### src/rtl/imem_pkg.sv
// Shared types and constants for the instruction-memory boot/reload controller.
package imem_pkg;

    typedef enum logic [1:0] {
        LOAD = 2'd0,
        FILL = 2'd1,
        RUN  = 2'd2
    } imem_state_e;

    localparam int          IMEM_DEPTH  = 256;
    localparam int          IMEM_ADDR_W = 8;
    localparam logic [31:0] NOP_WORD    = 32'h0000_0000;

endpackage

### src/rtl/imem_boot_ctrl.sv
// Loads a program into the instruction memory, zero-fills the remainder, then
// releases the CPU and maps its byte PC onto the memory read port.
module imem_boot_ctrl
    import imem_pkg::*;
#(
    parameter int          DEPTH     = IMEM_DEPTH,
    parameter int          ADDR_W    = IMEM_ADDR_W,
    parameter logic [31:0] FILL_WORD = NOP_WORD
) (
    input  logic              clk,
    input  logic              reset,
    input  logic              ld_valid,
    output logic              ld_ready,
    input  logic [31:0]       ld_data,
    input  logic              ld_last,
    input  logic              reload,
    input  logic [31:0]       pc,
    output logic              mem_we,
    output logic [ADDR_W-1:0] mem_waddr,
    output logic [31:0]       mem_wdata,
    output logic [ADDR_W-1:0] mem_raddr,
    output logic              cpu_stall,
    output logic              pc_fault,
    output logic              load_done,
    output logic [ADDR_W:0]   word_count
);

    localparam logic [ADDR_W-1:0] LAST_ADDR = ADDR_W'(DEPTH - 1);

    imem_state_e       state_q, state_d;
    logic [ADDR_W-1:0] addr_q, addr_d;
    logic [ADDR_W:0]   word_count_q, word_count_d;
    logic              load_done_q, load_done_d;

    always_comb begin
        state_d      = state_q;
        addr_d       = addr_q;
        word_count_d = word_count_q;
        unique case (state_q)
            LOAD: begin
                if (ld_valid) begin
                    word_count_d = word_count_q + 1'b1;
                    addr_d       = addr_q + 1'b1;
                    // A full image goes straight to RUN regardless of ld_last.
                    if (addr_q == LAST_ADDR) begin
                        state_d = RUN;
                    end else if (ld_last) begin
                        state_d = FILL;
                    end
                end
            end
            FILL: begin
                addr_d = addr_q + 1'b1;
                if (addr_q == LAST_ADDR) begin
                    state_d = RUN;
                end
            end
            RUN: begin
                if (reload) begin
                    state_d      = LOAD;
                    addr_d       = '0;
                    word_count_d = '0;
                end
            end
            default: begin
                state_d = LOAD;
            end
        endcase
        load_done_d = (state_d == RUN) && (state_q != RUN);
    end

    always_ff @(posedge clk) begin
        if (reset) begin
            state_q      <= LOAD;
            addr_q       <= '0;
            word_count_q <= '0;
            load_done_q  <= 1'b0;
        end else begin
            state_q      <= state_d;
            addr_q       <= addr_d;
            word_count_q <= word_count_d;
            load_done_q  <= load_done_d;
        end
    end

    assign ld_ready   = (state_q == LOAD);
    assign mem_we     = ((state_q == LOAD) && ld_valid) || (state_q == FILL);
    assign mem_waddr  = addr_q;
    assign mem_wdata  = (state_q == FILL) ? FILL_WORD : ld_data;
    assign mem_raddr  = pc[ADDR_W+1:2];
    assign cpu_stall  = (state_q != RUN);
    // Faults only matter once the CPU is actually fetching.
    assign pc_fault   = (state_q == RUN) &&
                        ((pc[1:0] != 2'b00) || (pc[31:ADDR_W+2] != '0));
    assign load_done  = load_done_q;
    assign word_count = word_count_q;

endmodule

### config.mk
export PLATFORM = sky130hd
export DESIGN_NAME = imem_boot_ctrl
export DESIGN_NICKNAME = d
export VERILOG_FILES = /design/src/rtl/imem_pkg.sv /design/src/rtl/imem_boot_ctrl.sv
export SDC_FILE = /design/constraint.sdc
export NUM_CORES = 1
export LEC_CHECK = 0
export ABC_AREA = 0
export BUFFER_PORTS_ARGS = -buffer_cell sky130_fd_sc_hd__buf_4
export CAP_MARGIN = 15
export CELL_PAD_IN_SITES_DETAIL_PLACEMENT = 0
export CELL_PAD_IN_SITES_GLOBAL_PLACEMENT = 1
export CORE_UTILIZATION = 23
export DETAILED_ROUTE_END_ITERATION = 6
export PLACE_DENSITY_LB_ADDON = 0.08
export SETUP_SLACK_MARGIN = 0.15
export SYNTH_ARGS = -nofsm -noshare
export SYNTH_HDL_FRONTEND = slang
export SYNTH_SLANG_ARGS = --single-unit
### constraint.sdc
create_clock -name clk -period 1.41 [get_ports clk]
set_input_delay 0.282 -clock clk [delete_from_list [all_inputs] [get_ports clk]]
set_output_delay 0.282 -clock clk [all_outputs]
set_load 0.02 [all_outputs]
Word level (Yosys, flattened, before mapping):

Cells that the tools add are included.

* flip-flop bits (word level): 20
* latch bits: 0
* RAM bits: 0
* ROM bits: 0
* input port bits: 69
* output and inout port bits: 62
* word-level logic and storage cells: 38
* memories kept: 0

* add/sub/neg operators: 2
* $mul: 0
* divide/modulo/power cells: 0
* $lt $le $gt $ge: 0
* equality and inequality tests: 7
* shift-type cells: 0
* muxes and demuxes: 13
* bitwise logic cells: 0
* reductions and logical operators: 12

Operators by type and width (count)
* two-way mux 32 bit: 1
* case mux 8 bit (3 select lines): 1
* nonzero test 22 bit: 1
* two-way mux 9 bit: 2
* case mux 9 bit (2 select lines): 1
* two-way mux 8 bit: 2
* two-way mux 2 bit: 5
* adder 9 x 1 -> 9 bit, second input constant: 1
* adder 8 x 1 -> 8 bit, second input constant: 1
* == test 8 bit, second input constant: 1
* != test 2 bit, second input constant: 3
* case mux 2 bit (3 select lines): 1
* AND reduction 3 bit: 2
* == test 2 bit, second input constant: 2
* nonzero test 2 bit: 2
* logical AND 1 bit: 3
* nonzero test 3 bit: 1
* == test 2 x 1 -> 1 bit, second input constant: 1
* logical NOT 2 bit: 1
* logical OR 1 bit: 2

Depth between registers and ports, before layout:

* word-level depth: 6
* gate-level depth with buffers: 5
* gate-level depth less buffers: 4

Worst setup path after synthesis:

OpenSTA, ideal clock, no wires.

* path type: reg2out
* start point: reg state_q[1]
* end point: out pc_fault
* arrival: 1.149 ns
* required time: 1.128 ns
* setup slack: -0.021 ns
* cell stages (with the launch flop): 3
* buffers on the path: 0
* cells stage by stage: dfxtp_1 -> or2b_1 -> a31oi_1

* longest elaborated chain between the ends: 2

Ends and longest elaborated chain
* from (decl): RTL line imem_boot_ctrl.sv:30 `imem_state_e state_q, state_d;`
* from (signal assigned): RTL line imem_boot_ctrl.sv:79 `state_q <= state_d;`
* == test 2 bit: RTL line imem_boot_ctrl.sv:93 `assign pc_fault = (state_q == RUN) &&`
* logical AND 1 bit: RTL line imem_boot_ctrl.sv:93
* to (decl): RTL line imem_boot_ctrl.sv:23 `output logic pc_fault,`

Every way passes these cells.

Final worst setup path:

* start point: reg state_q[1]
* end point: out mem_wdata[14]

* longest elaborated chain between the ends: 2

Ends and longest elaborated chain
* == test 2 x 1 -> 1 bit: RTL line imem_boot_ctrl.sv:89 `assign mem_wdata = (state_q == FILL) ? FILL_WORD : ld_data;`
* two-way mux 32 bit: RTL line imem_boot_ctrl.sv:89
* to (decl): RTL line imem_boot_ctrl.sv:20 `output logic [31:0] mem_wdata,`

Every way passes these cells.

==> summary.txt <==
Synth
  • Compound-Gate Fraction of Synth Area: 11.2%
  • Syn. warnings: 0
  • Ys async rst share: 0%
  • Register bit total from synthesis: 20
  • Simple-gate portion of the synthesized area: 43.4%
  • Largest family of logic cells by synthesized area: simple AND/OR/NAND/NOR gates
  • Synth top cells by count: and2_1 (32), dfxtp_1 (20), nand3_1 (11)
  • Syn nets: 238
  • Post-synth top area share: 29.3%
  • Most common cell in the netlist: and2_1
  • Sequential-to-total area share from yosys stat: 29.3%
  • Mux contribution to synthesized area: 6.60%
  • Syn_area_per_cell: 8.17 sq um
  • EDFF count, synth: 0
  • Cells after Synth: 167
  • Largest cells by area after synthesis: dfxtp_1 (29%), and2_1 (15%), mux2i_1 (6.6%), nand3b_1 (5.5%), or3b_2 (5.1%)
  • Synth Area in XOR/XNOR: 0%
  • Post-synth top area cell: dfxtp_1
  • Post-synthesis adder-cell area fraction: 1.83%
  • Unique masters post-synth: 33
  • Mapped cell area: 1370 sq um
  • Ys flop type: dfxtp_1

Clock tree
  • TritonCTS clock tree: done
  • Longest Clk Path Bufs: 2
  • Worst-path clk slew: 0.09 ns
  • H-tree Lvls: 1
  • Post-CTS Hold Buffers: 0
  • Number of clock buffers inserted by TritonCTS: 3
  • Clock sink total: 20
  • Worst skew pair latency: 0.26 ns
  • Clock root cell: clkbuf_8

Cells and area
  • Final Cell Area: 3020 sq um
  • Share of cells above drive strength 1: 75.2%
  • Nets: 370
  • Fill cells: 496
  • Fin cells: 370
  • Antenna cells: 0
  • Area delta synth->final: 121%

Global route
  • All-Layer GR Usage: 15.0%
  • First-pass GRT wire length: 7720 um
  • Vias in the first global route: 1685
  • Congestion Overflow GR: 0
  • Initial antenna violation count: 0
  • Largest net degree at the start of global routing: 34

Pwr
  • Peak supply drop: 343 uV
  • Logic gate share of total power: 37.6%
  • Power per cell area: 591 nW/um^2
  • Sw Share: 28.1%
  • Leak: 1.29 nW
  • Clock share of power: 29.2%
  • Sw Pwr: 0.000501 W
  • P_int: 0.00128 W
  • Final Power: 0.00178 W
  • Sequential power share: 33.3%

Die
  • I/O Pins: 131
  • Core footprint: 5610 sq um
  • Die Y: 79.0 um
  • Die area: 6250 sq um
  • DIE WIDTH: 79.0 um
  • Row count: 27
  • Initial Util: 24.3%

Timing
  • Hold_ws: 0.282 ns
  • Final setup viols: 44
  • Fmax: 0.654 GHz
  • PnR worst setup slack: -0.119 ns
  • Worst-Margin Slew: 0.294 ns
  • Final period util: 108%
  • Slew Limit Fails: 0
  • Worst clock skew: 0.00768 ns
  • RSZ-0062 raised after global routing: true
  • Slew margin rel.: 80.2%
  • Hold Violations, Final: 0
  • Fin crit period: 1.53 ns

Detailed routing
  • Vias per std cell: 4.74
  • DR vias: 1754
  • Pre-antenna DRT Iters: 4
  • Drt total wl: 4880 um
  • Wire per inst: 13.2 um
  • First DRT Iteration DRCs: 29
  • DRC viols: 0
  • Routed Antenna Nets: 0

Critical path
  • CP delay by family, top: flip-flops
  • Startpoint types: register
  • Setup crit end kind: output pin
  • Critical path type: reg -> out
  • Critical path arrival: 1.25 ns
  • Worst path max stage delay: 0.36 ns
  • Slowest CP cell: dfxtp_4
  • Buffers and inverters on the worst path: 2
  • Req. time, crit path: 1.13 ns
  • Worst-path cell chain: nand2b_4 > buf_12 > and2_2 > buf_6
  • Worst-path fanout max: 33

Job
  • Max-cap viol count: 0

Place
  • Post-place instance area: 2410 sq um
  • # placed instances: 350
  • Hpwl dp: 3420 um
  • Final GP Congestion: 0.688
  • IO buf count: 114

Run status
  • Violated checks: negative setup slack
  • Status: finished, violations left

Min path
  • HP Class: in -> reg
power by group through the flow:
| stage | combinational, W | clock [W] | sequential (W) |
|---|---|---|---|
| after floorplan | 0.000268 | 0 | 0.000618 |
| after global placement | 0.000545 | 0 | 0.000606 |
| after detailed placement | 0.000545 | 0 | 0.000606 |
| after CTS | 0.000645 | 0.000529 | 0.000593 |
| after global routing | 0.000709 | 0.000561 | 0.000596 |
| final | 0.000669 | 0.000520 | 0.000593 |
final cells by class:
cell class / instances / area [sq um] / share of cell area [%]
multi-input cells: 128 / 1100 / 36.5
well taps: 72 / 90.1 / 2.99
repair buffers: 143 / 1330 / 44.0
inverters: 3 / 11.3 / 0.373
flip-flops and latches: 20 / 420 / 13.9
clock buffers: 4 / 66.3 / 2.20
layout by cell type, fill, tap and decap left out, types with 2 or more instances in the layout:
cell type / instances
a211oi_2: 2
a21oi_1: 2
a21oi_2: 8
and2_1: 2
and2_2: 25
and2_4: 5
buf_12: 4
buf_16: 2
buf_4: 93
buf_6: 44
clkbuf_8: 3
dfxtp_1: 12
dfxtp_2: 4
dfxtp_4: 4
inv_1: 2
mux2i_1: 8
nand2_1: 5
nand2b_4: 2
nand3_1: 9
nand3_2: 2
nand3b_1: 10
nor2_1: 3
nor4_1: 7
o21ai_0: 2
o31ai_2: 2
or3b_4: 9
or4_1: 2
tightest hold or removal path: stages:
cell and delay (ns):
buf_4 0.11, inv_1 0.06, a2111oi_2 0.05
sequential cells by signal, summed over array words and instances, names as in the netlist:
signal / flops
mem_waddr: 8
state_q: 2
load_done: 1
word_count: 9
path summary, 6_finish.rpt:
check                                    from             to  slack [ns]  cells after the start
worst max-delay path               state_q[1]  mem_wdata[14]       -0.12                      4
worst min-delay path                  ld_last     state_q[0]        0.28                      3
worst max register to register     state_q[0]   mem_waddr[2]       -0.05                      6
worst min register to register  word_count[8]  word_count[8]        0.51                      2
through the flow:
stage / setup TNS, ns / setup slack [ns] / utilization (%)
CTS: -4.03 / -0.128 / 51.5
floorplan: 0 / 0.107 / -
detailed placement: -0.516 / -0.0685 / 43.1
global route: -6.05 / -0.160 / 53.8
global placement: -0.338 / -0.0594 / 43.1
finish: -3.83 / -0.119 / 53.8
repair_timing:
action,in CTS,in global routing
gates resized for setup,74,28
gates cloned,2,0
pin swaps,11,5
endpoints found under the setup margin,51,54
buffers inserted,11,3
routing by layer:
layer	vias to the layer above	track usage (%)	share of wire, %
met4	0	3.27	0.51
li1	857	-	-
met5	-	0	0
met2	100	26.0	46
met3	4	4.60	11
met1	793	18.1	42
kinds of logic after synthesis:
family	after synthesis
compound gates	24
flops	20
simple gates	93
mux	9
fa+ha+maj	2
buf+inv	19
Power figures use the tool's default switching activity.
